==> src/rtl/pipeline_hazard_ctrl_if.sv <==
// Hazard-controller bundle: pipeline hazard sources in, stage hold/clear controls and perf counter out.
// The controller side takes master; the pipeline side takes slave.
interface pipeline_hazard_ctrl_if;
   logic        IMEM_BUSYWAIT;
   logic        MEM_BUSYWAIT;
   logic [4:0]  RS1_ADDR_ID;
   logic [4:0]  RS2_ADDR_ID;
   logic        RS1_USED_ID;
   logic        RS2_USED_ID;
   logic        MEM_READ_EN_IDEX;
   logic [4:0]  REG_WRITE_ADDR_IDEX;
   logic        BRANCH_TAKEN_EX;
   logic        DIV_OP_EX;

   logic        PC_STALL;
   logic        IFID_STALL;
   logic        IFID_RESET;
   logic        IDEX_STALL;
   logic        IDEX_RESET;
   logic        EXMEM_STALL;
   logic        EXMEM_RESET;
   logic        MEMWB_STALL;
   logic        DIV_BUSY;
   logic        DIV_DONE;
   logic [31:0] STALL_CNT;

   modport master (
      input  IMEM_BUSYWAIT, MEM_BUSYWAIT, RS1_ADDR_ID, RS2_ADDR_ID, RS1_USED_ID, RS2_USED_ID,
             MEM_READ_EN_IDEX, REG_WRITE_ADDR_IDEX, BRANCH_TAKEN_EX, DIV_OP_EX,
      output PC_STALL, IFID_STALL, IFID_RESET, IDEX_STALL, IDEX_RESET, EXMEM_STALL,
             EXMEM_RESET, MEMWB_STALL, DIV_BUSY, DIV_DONE, STALL_CNT
   );

   modport slave (
      output IMEM_BUSYWAIT, MEM_BUSYWAIT, RS1_ADDR_ID, RS2_ADDR_ID, RS1_USED_ID, RS2_USED_ID,
             MEM_READ_EN_IDEX, REG_WRITE_ADDR_IDEX, BRANCH_TAKEN_EX, DIV_OP_EX,
      input  PC_STALL, IFID_STALL, IFID_RESET, IDEX_STALL, IDEX_RESET, EXMEM_STALL,
             EXMEM_RESET, MEMWB_STALL, DIV_BUSY, DIV_DONE, STALL_CNT
   );
endinterface

==> src/rtl/pipeline_hazard_ctrl.sv <==
// Stall/flush controller for the 5-stage pipeline: controls are combinational (0-cycle) from state and inputs;
// data-memory busywait freezes every stage, DIV/REM holds the front end for DIV_CYCLES-1 cycles.
module pipeline_hazard_ctrl #(
   parameter int DIV_CYCLES = 32
) (
   input  logic                    CLK,
   input  logic                    RESET,
   pipeline_hazard_ctrl_if.master  bus
);
   localparam logic [0:0] ST_RUN      = 1'b0;
   localparam logic [0:0] ST_DIV_WAIT = 1'b1;
   localparam logic [7:0] DIV_LOAD    = 8'(DIV_CYCLES - 2);

   logic [0:0]  r_state;
   logic [0:0]  w_state_nxt;
   logic [7:0]  r_div_cnt;
   logic [7:0]  w_div_cnt_nxt;
   logic [31:0] r_stall_cnt;

   logic w_pc_stall, w_ifid_stall, w_ifid_reset, w_idex_stall, w_idex_reset;
   logic w_exmem_stall, w_exmem_reset, w_memwb_stall, w_div_busy, w_div_done;
   logic w_load_use;

   // rd==x0 never creates a real dependency
   assign w_load_use = bus.MEM_READ_EN_IDEX && (bus.REG_WRITE_ADDR_IDEX != 5'd0) &&
                       ((bus.RS1_USED_ID && (bus.RS1_ADDR_ID == bus.REG_WRITE_ADDR_IDEX)) ||
                        (bus.RS2_USED_ID && (bus.RS2_ADDR_ID == bus.REG_WRITE_ADDR_IDEX)));

   always_comb begin
      w_pc_stall    = 1'b0;
      w_ifid_stall  = 1'b0;
      w_ifid_reset  = 1'b0;
      w_idex_stall  = 1'b0;
      w_idex_reset  = 1'b0;
      w_exmem_stall = 1'b0;
      w_exmem_reset = 1'b0;
      w_memwb_stall = 1'b0;
      w_div_busy    = 1'b0;
      w_div_done    = 1'b0;
      w_state_nxt   = r_state;
      w_div_cnt_nxt = r_div_cnt;
      if (!RESET) begin
         if (bus.MEM_BUSYWAIT) begin
            w_pc_stall    = 1'b1;
            w_ifid_stall  = 1'b1;
            w_idex_stall  = 1'b1;
            w_exmem_stall = 1'b1;
            w_memwb_stall = 1'b1;
            w_div_busy    = (r_state == ST_DIV_WAIT);
         end else if (r_state == ST_DIV_WAIT) begin
            w_div_busy = 1'b1;
            if (r_div_cnt != 8'd0) begin
               w_pc_stall    = 1'b1;
               w_ifid_stall  = 1'b1;
               w_idex_stall  = 1'b1;
               w_exmem_reset = 1'b1;
               w_div_cnt_nxt = r_div_cnt - 8'd1;
            end else begin
               w_div_done  = 1'b1;
               w_state_nxt = ST_RUN;
            end
         end else if (bus.BRANCH_TAKEN_EX) begin
            // flush wins over the wrong-path DIV and load-use; PC still waits on a busy imem
            w_ifid_reset = 1'b1;
            w_idex_reset = 1'b1;
            w_pc_stall   = bus.IMEM_BUSYWAIT;
         end else if (bus.DIV_OP_EX) begin
            w_pc_stall    = 1'b1;
            w_ifid_stall  = 1'b1;
            w_idex_stall  = 1'b1;
            w_exmem_reset = 1'b1;
            w_div_busy    = 1'b1;
            w_state_nxt   = ST_DIV_WAIT;
            w_div_cnt_nxt = DIV_LOAD;
         end else if (w_load_use || bus.IMEM_BUSYWAIT) begin
            w_pc_stall   = 1'b1;
            w_ifid_stall = 1'b1;
            w_idex_reset = 1'b1;
         end
      end
   end

   always_ff @(posedge CLK or posedge RESET) begin
      if (RESET) begin
         r_state     <= ST_RUN;
         r_div_cnt   <= 8'd0;
         r_stall_cnt <= 32'd0;
      end else begin
         r_state   <= w_state_nxt;
         r_div_cnt <= w_div_cnt_nxt;
         if (w_pc_stall && (r_stall_cnt != 32'hFFFF_FFFF))
            r_stall_cnt <= r_stall_cnt + 32'd1;
      end
   end

   assign bus.PC_STALL    = w_pc_stall;
   assign bus.IFID_STALL  = w_ifid_stall;
   assign bus.IFID_RESET  = w_ifid_reset;
   assign bus.IDEX_STALL  = w_idex_stall;
   assign bus.IDEX_RESET  = w_idex_reset;
   assign bus.EXMEM_STALL = w_exmem_stall;
   assign bus.EXMEM_RESET = w_exmem_reset;
   assign bus.MEMWB_STALL = w_memwb_stall;
   assign bus.DIV_BUSY    = w_div_busy;
   assign bus.DIV_DONE    = w_div_done;
   assign bus.STALL_CNT   = r_stall_cnt;
endmodule
==> src/flat_wrapper.sv <==
// flat-port wrapper written by rule: the top's interface ports become plain ports
module pipeline_hazard_ctrl_flat 
#(
   parameter int DIV_CYCLES = 32
)
  (CLK, RESET, bus_IMEM_BUSYWAIT, bus_MEM_BUSYWAIT, bus_RS1_ADDR_ID, bus_RS2_ADDR_ID, bus_RS1_USED_ID, bus_RS2_USED_ID, bus_MEM_READ_EN_IDEX, bus_REG_WRITE_ADDR_IDEX, bus_BRANCH_TAKEN_EX, bus_DIV_OP_EX, bus_PC_STALL, bus_IFID_STALL, bus_IFID_RESET, bus_IDEX_STALL, bus_IDEX_RESET, bus_EXMEM_STALL, bus_EXMEM_RESET, bus_MEMWB_STALL, bus_DIV_BUSY, bus_DIV_DONE, bus_STALL_CNT);
  pipeline_hazard_ctrl_if bus_i ();
  input  logic CLK;
  input  logic RESET;
  input wire logic [$bits(bus_i.IMEM_BUSYWAIT)-1:0] bus_IMEM_BUSYWAIT;
  input wire logic [$bits(bus_i.MEM_BUSYWAIT)-1:0] bus_MEM_BUSYWAIT;
  input wire logic [$bits(bus_i.RS1_ADDR_ID)-1:0] bus_RS1_ADDR_ID;
  input wire logic [$bits(bus_i.RS2_ADDR_ID)-1:0] bus_RS2_ADDR_ID;
  input wire logic [$bits(bus_i.RS1_USED_ID)-1:0] bus_RS1_USED_ID;
  input wire logic [$bits(bus_i.RS2_USED_ID)-1:0] bus_RS2_USED_ID;
  input wire logic [$bits(bus_i.MEM_READ_EN_IDEX)-1:0] bus_MEM_READ_EN_IDEX;
  input wire logic [$bits(bus_i.REG_WRITE_ADDR_IDEX)-1:0] bus_REG_WRITE_ADDR_IDEX;
  input wire logic [$bits(bus_i.BRANCH_TAKEN_EX)-1:0] bus_BRANCH_TAKEN_EX;
  input wire logic [$bits(bus_i.DIV_OP_EX)-1:0] bus_DIV_OP_EX;
  output wire logic [$bits(bus_i.PC_STALL)-1:0] bus_PC_STALL;
  output wire logic [$bits(bus_i.IFID_STALL)-1:0] bus_IFID_STALL;
  output wire logic [$bits(bus_i.IFID_RESET)-1:0] bus_IFID_RESET;
  output wire logic [$bits(bus_i.IDEX_STALL)-1:0] bus_IDEX_STALL;
  output wire logic [$bits(bus_i.IDEX_RESET)-1:0] bus_IDEX_RESET;
  output wire logic [$bits(bus_i.EXMEM_STALL)-1:0] bus_EXMEM_STALL;
  output wire logic [$bits(bus_i.EXMEM_RESET)-1:0] bus_EXMEM_RESET;
  output wire logic [$bits(bus_i.MEMWB_STALL)-1:0] bus_MEMWB_STALL;
  output wire logic [$bits(bus_i.DIV_BUSY)-1:0] bus_DIV_BUSY;
  output wire logic [$bits(bus_i.DIV_DONE)-1:0] bus_DIV_DONE;
  output wire logic [$bits(bus_i.STALL_CNT)-1:0] bus_STALL_CNT;
  assign bus_i.IMEM_BUSYWAIT = bus_IMEM_BUSYWAIT;
  assign bus_i.MEM_BUSYWAIT = bus_MEM_BUSYWAIT;
  assign bus_i.RS1_ADDR_ID = bus_RS1_ADDR_ID;
  assign bus_i.RS2_ADDR_ID = bus_RS2_ADDR_ID;
  assign bus_i.RS1_USED_ID = bus_RS1_USED_ID;
  assign bus_i.RS2_USED_ID = bus_RS2_USED_ID;
  assign bus_i.MEM_READ_EN_IDEX = bus_MEM_READ_EN_IDEX;
  assign bus_i.REG_WRITE_ADDR_IDEX = bus_REG_WRITE_ADDR_IDEX;
  assign bus_i.BRANCH_TAKEN_EX = bus_BRANCH_TAKEN_EX;
  assign bus_i.DIV_OP_EX = bus_DIV_OP_EX;
  assign bus_PC_STALL = bus_i.PC_STALL;
  assign bus_IFID_STALL = bus_i.IFID_STALL;
  assign bus_IFID_RESET = bus_i.IFID_RESET;
  assign bus_IDEX_STALL = bus_i.IDEX_STALL;
  assign bus_IDEX_RESET = bus_i.IDEX_RESET;
  assign bus_EXMEM_STALL = bus_i.EXMEM_STALL;
  assign bus_EXMEM_RESET = bus_i.EXMEM_RESET;
  assign bus_MEMWB_STALL = bus_i.MEMWB_STALL;
  assign bus_DIV_BUSY = bus_i.DIV_BUSY;
  assign bus_DIV_DONE = bus_i.DIV_DONE;
  assign bus_STALL_CNT = bus_i.STALL_CNT;
  pipeline_hazard_ctrl #(.DIV_CYCLES(DIV_CYCLES)) u_core (.CLK(CLK), .RESET(RESET), .bus(bus_i));
endmodule
==> config.mk <==
export PLATFORM = sky130hd
export DESIGN_NAME = pipeline_hazard_ctrl_flat
export DESIGN_NICKNAME = d
export VERILOG_FILES = /design/src/rtl/pipeline_hazard_ctrl_if.sv /design/src/rtl/pipeline_hazard_ctrl.sv /design/src/flat_wrapper.sv
export SDC_FILE = /design/constraint.sdc
export NUM_CORES = 1
export LEC_CHECK = 0
export ABC_AREA = 0
export BUFFER_PORTS_ARGS = -buffer_cell sky130_fd_sc_hd__buf_2
export CAP_MARGIN = 30
export CORE_MARGIN = 2
export CORE_UTILIZATION = 55
export CTS_CLUSTER_DIAMETER = 80
export DETAILED_ROUTE_END_ITERATION = 12
export GPL_TIMING_DRIVEN = 0
export HOLD_SLACK_MARGIN = 0.03
export PLACE_DENSITY = 0.93
export SYNTH_ARGS = -nofsm -noshare
export SYNTH_HDL_FRONTEND = slang
export SYNTH_SLANG_ARGS = --single-unit
==> constraint.sdc <==
create_clock -name CLK -period 4.75 [get_ports CLK]
set_input_delay 0.95 -clock CLK [delete_from_list [all_inputs] [get_ports CLK]]
set_output_delay 0.95 -clock CLK [all_outputs]
set_load 0.005 [all_outputs]
==> results of run 1 <==
## final cells by class
| class | instances | area, um^2 |
|---|---|---|
| multi-input cells | 189 | 1260 |
| flip-flops and latches | 41 | 1030 |
| plain buffers | 7 | 50.0 |
| clock buffers | 7 | 86.3 |
| inverters | 12 | 45.0 |
| clock inverters | 1 | 30.0 |
| well taps | 50 | 62.6 |
| repair buffers | 65 | 325 |
| fillers | 332 | 1200 |
## final timing paths
check                                           end  slack [ns]                        from  cells after the start
min in group asynchronous       u_core.r_div_cnt[6]        0.87                       RESET                      2
setup reg to reg            u_core.bus.STALL_CNT[2]        2.43     u_core.bus.STALL_CNT[0]                      8
setup / recovery                       bus_PC_STALL        1.20  bus_REG_WRITE_ADDR_IDEX[0]                      8
hold / removal             u_core.bus.STALL_CNT[27]        0.50    u_core.bus.STALL_CNT[27]                      1
hold reg to reg            u_core.bus.STALL_CNT[27]        0.50    u_core.bus.STALL_CNT[27]                      1
max in group asynchronous  u_core.bus.STALL_CNT[11]        3.35                       RESET                      2
## critical path: stages
cell	delay, ns
buf_2	0.12
or4_1	0.53
o21a_1	0.20
or2_0	0.22
o211ai_2	0.13
buf_2	0.28
inv_1	0.05
buf_2	0.12
## Yosys cell counts, drive strengths merged
cell type	instances	area, um^2
o21ai	11	58.8
nand4	13	87.6
and3	3	18.8
a21oi	6	30.0
nand2	22	82.6
xor2	26	228
nand4b	1	8.76
o22a	2	17.5
o22ai	1	6.26
a221o	1	10.0
nor3	24	130
or2	2	12.5
nor2	14	52.6
nor3b	3	22.5
or3	3	23.8
nor2b	2	12.5
inv	12	45.1
nand2b	1	6.26
xnor2	15	131
ha	2	25.0
nor4b	2	32.5
nor4bb	1	10.0
and4	2	17.5
or4	2	15.0
o21a	3	22.5
dfrtp	41	1030
buf	7	50.1
a31oi	2	12.5
o211ai	1	12.5
nand3	12	60.1
nor4	8	81.3
mux2	1	11.3
o211a	1	10.0
o31ai	1	7.51
o21bai	1	7.51
## stage by stage
step                      total power, mW  utilization  std cells
after floorplan                     0.697            -        249
after global placement              0.804        0.679        364
after detailed placement            0.824        0.679        364
after CTS                            1.12        0.707        372
after global routing                 1.19        0.707        372
final                                1.11        0.707        372
## logic make-up after synthesis
group,count (synthesis)
DFF,41
buffers and inverters,19
muxes,1
xor gates and xnor gates,41
adders and majority gates,2
AOI/OAI and AO/OA,30
and+or+nand+nor,115
## power breakdown
part / switching (mW) / internal [mW] / total [mW]
clock: 0.120 / 0.171 / 0.291
combinational: 0.153 / 0.142 / 0.295
sequential: 0.0979 / 0.427 / 0.525
## sequential cells by signal (all words and copies together) (netlist names)
| signal | cells |
|---|---|
| u_core.bus.STALL_CNT | 32 |
| u_core.r_div_cnt | 8 |
| u_core.r_state | 1 |
## routing by layer
layer  vias to the layer above  wire, um  global-route usage
li1                       1027         -                   -
met1                      1018      2370               0.306
met2                        63      2720               0.406
met3                         9       260              0.0433
met4                         0        97              0.0791
met5                         -         0                   0
==> qor.csv, run 1 <==
metric;value;unit
CP Launch Type;primary input;
most common library cell in the layout ignoring fill and taps;buf_2;
Setup WS pre-CTS;1.20;ns
GP Congestion;0.836;
initial cell density of the core;0.584;
routed length per placed instance;14.6;um
Post-CTS Setup Bufs;0;
Leakage;1.33;nW
CP max FO;10;
initial antenna violation count;0;
crit share post-route;0.748;
first-pass GRT wire length;9520;um
vias in the first global route;2085;
Seq cells post-synth;41;
DP HPWL;3950;um
Worst Hold Class;flop to flop;
multiplexer share of the synthesized area;0.00472;
H-Tree Depth;2;
Max Cap Violations;0;
die area;4880;um^2
TritonCTS Buffers;5;
maximum VDD drop;0.246;mV
Setup WS post-layout;1.20;ns
CTS sink count;41;
post-route minimum period;3.55;ns
simple logic cell fraction of the synthesized area;0.283;
Netlist cell types;46;
Syn-to-layout area delta;21.1;%
syn avg cell area;9.58;um^2
power per cell area;385;nW/um^2
commonest non-fill, non-tap cells in the layout;69 x buf_2, 41 x dfrtp_1, 26 x xor2_1;
WP data arrival;2.60;ns
Post-Synthesis Cell Area;2390;um^2
Post-Route WL;5440;um
root buffer cell;clkbuf_8;
Adder-Cell Fraction of Synth Area;0.0105;
ant diodes;0;
largest family of logic cells by synthesized area;simple AND/OR/NAND/NOR gates;
residual DRC count;0;
initial drt markers;115;
Slew Limit Headroom;0.440;
Die Y;69.9;um
Antenna Violating Nets Remaining;0;
Pre-antenna DRT Iters;4;
GR Overflow Total;0;
total core area;4090;um^2
via count;2117;
setup TNS;0;ns
Compound-Gate Fraction of Synth Area;0.0818;
YS warnings;0;
largest net degree at the start of global routing;42;
Layout Nets;347;
Post-Synthesis Cells;249;
fin. max-slew vios;0;
Post-Syn Nets;275;
drt via density;5.69;
post_cts resized;0;
CTS max path bufs;2;
Tot GR Track Use;0.238;
RSZ-0062 raised after global routing;no;
CP endpoint kind;output port;
IO Port Bufs;65;
Finish-stage setup viols;0;
WS Path Type;primary input to output port;
Area after DPL;2770;um^2
outcome;finished clean;
die width;69.9;um
register area share after synthesis;0.430;
Worst Path Required;3.80;ns
Layout Skew;0.00443;ns
worst hold slack;0.496;ns
CTS tree;built;
I/O pins;66;
Worst-Margin Slew;0.838;ns
fmax;282;MHz
Synth Area in XOR/XNOR;0.150;
CTS Hold Bufs;0;
layout cells sized above 1;0.295;
Fin. Hold Viols;0;
Reg clk slew, reported paths;0.08;ns
cell area after layout;2890;um^2
row count;23;
clk_lat worst skew;0.29;ns
No activity file was read; power rests on OpenSTA's default activity.
==> run 2: changes to the inputs <==
Settings changed: CORE_UTILIZATION 55 to 52, PLACE_DENSITY 0.93 to 0.89.
Clock period 4.75 ns to 3.7 ns, I/O delays scaled along.
==> run 2 against run 1 <==
Effect of this change: first-iteration DRC count shrank 21%; setup slack lost 0.61 ns; cell count increased by 0.54%; register-to-register slack worse by 1.1 ns; total power up 28%; combinational power grew 26%; final area increased by 0.22%; clock-buffer cell count fell by 1; sequential power is 28% higher; routed wire length is 1.3% lower; clock power grew 32%; largest power group unchanged; highest routed layer unchanged.
==> qor.csv, run 2 (same netlist as run 1, synthesis figures left out) <==
metric;value;unit
outcome;finished clean;
root buffer cell;clkbuf_8;
post_cts resized;0;
largest net degree at the start of global routing;42;
commonest non-fill, non-tap cells in the layout;69 x buf_2, 41 x dfrtp_1, 26 x xor2_1;
fin cells;374;
post-route minimum period;3.11;ns
Setup WS post-layout;0.586;ns
clk_lat worst skew;0.30;ns
setup TNS;0;ns
worst hold slack;0.501;ns
drt via density;5.66;
Layout Skew;0.00760;ns
row count;24;
GP Congestion;0.797;
CP Launch Type;primary input;
routed length per placed instance;14.4;um
R2R cell count;8;
reg2reg end;u_core.bus.STALL_CNT[25];
Largest stage delay, worst path;0.53;ns
initial drt markers;91;
die area;5150;um^2
area of the multi-input gates;1260;um^2
cell area after layout;2900;um^2
RSZ-0062 raised after global routing;no;
GR Overflow Total;0;
Finish-stage setup viols;0;
worst r2r src;u_core.bus.STALL_CNT[0];
WP data arrival;2.37;ns
Post-Route WL;5370;um
Area after DPL;2780;um^2
most common library cell in the layout ignoring fill and taps;buf_2;
WS Path Type;primary input to output port;
crit path launch;bus_REG_WRITE_ADDR_IDEX[0];
CP bufs+invs;4;
crit share post-route;0.842;
Fin. Hold Viols;0;
Crit. path cell count;8;
Layout Nets;347;
CTS Hold Bufs;0;
cell family contributing the most delay on the critical path;simple AND/OR/NAND/NOR gates;
r2r setup slk;1.29;ns
vias in the first global route;1978;
Leakage;1.33;nW
maximum VDD drop;0.314;mV
met1 GRT Util;0.281;
Reg clk slew, reported paths;0.08;ns
met3 Use GR;0.0591;
crit-path cells;buf_2, or4_1, o21a_1, or2_0, o211ai_2, buf_2, inv_1, buf_2;
Worst-Margin Slew;0.846;ns
met2 usage;0.345;
Pre-antenna DRT Iters;4;
CP endpoint kind;output port;
initial cell density of the core;0.544;
TritonCTS Buffers;5;
Max Cap Violations;0;
first-pass GRT wire length;8740;um
Setup WS pre-CTS;0.587;ns
total power;1.43;mW
register area;1030;um^2
CTS max path bufs;2;
fin. max-slew vios;0;
Post-CTS Setup Bufs;0;
power per cell area;493;nW/um^2
CP dominant cell by count;buf_2;
Finished Core Util;0.661;
die width;71.7;um
total core area;4380;um^2
Worst Hold Class;flop to flop;
via count;2115;
busiest metal layer after global routing;met2;
Die Y;71.7;um
Cell Count Post-Placement;366;
layout cells sized above 1;0.298;
CTS sink count;41;
Slew Limit Headroom;0.435;
IO Port Bufs;65;
CTS tree;built;
Syn-to-layout area delta;21.4;%
max FFs per register;32;
DP HPWL;3880;um
Worst Path Required;2.96;ns
CP max FO;10;
ant diodes;0;
fmax;321;MHz
Filler cells;362;
Slowest-stage cell, CP;or4_1;
Antenna Violating Nets Remaining;0;
I/O pins;66;
crit path to;bus_PC_STALL;
initial antenna violation count;0;
residual DRC count;0;
Tot GR Track Use;0.215;
H-Tree Depth;2;
run 2: changes by cell type in the layout (fill, tap and decap cells not counted), sizes merged:
cell,before,now
clkbuf,7,6
clkinvlp,0,1
run 2: cell type report:
class	instances	share of cell area
sequential	41	0.354
clock inverter	2	0.0130
buffer	7	0.0173
clock buffer	6	0.0285
multi-input combinational	189	0.437
timing repair buffer	65	0.112
tap	52	0.0225
inverter	12	0.0156
run 2: worst min-delay path by stage:
| stage | start | to | slack, ns | depth (start not counted) |
|---|---|---|---|---|
| 2_1_floorplan | u_core.r_div_cnt[7] | u_core.r_div_cnt[7] | 0.45 | 1 |
| 3_5_place_dp | u_core.bus.STALL_CNT[12] | u_core.bus.STALL_CNT[12] | 0.48 | 1 |
| 5_1_grt | u_core.bus.STALL_CNT[16] | u_core.bus.STALL_CNT[16] | 0.51 | 1 |
| 4_1_cts | u_core.r_div_cnt[6] | u_core.r_div_cnt[6] | 0.50 | 1 |
| 3_3_place_gp | u_core.r_div_cnt[7] | u_core.r_div_cnt[7] | 0.47 | 1 |
| 6_report | u_core.bus.STALL_CNT[16] | u_core.bus.STALL_CNT[16] | 0.50 | 1 |
run 2: where the power goes:
part           leakage [nW]  internal (mW)  total, mW  switching [mW]
Combinational         0.786          0.181      0.373           0.192
Clock                0.0574          0.219      0.383           0.163
Sequential            0.486          0.548      0.672           0.124
run 2: routing by layer:
layer | routed length, um | vias to the layer above
li1 | - | 1027
met1 | 2360 | 1009
met2 | 2620 | 73
met3 | 338 | 6
met4 | 52 | 0
met5 | 0 | -
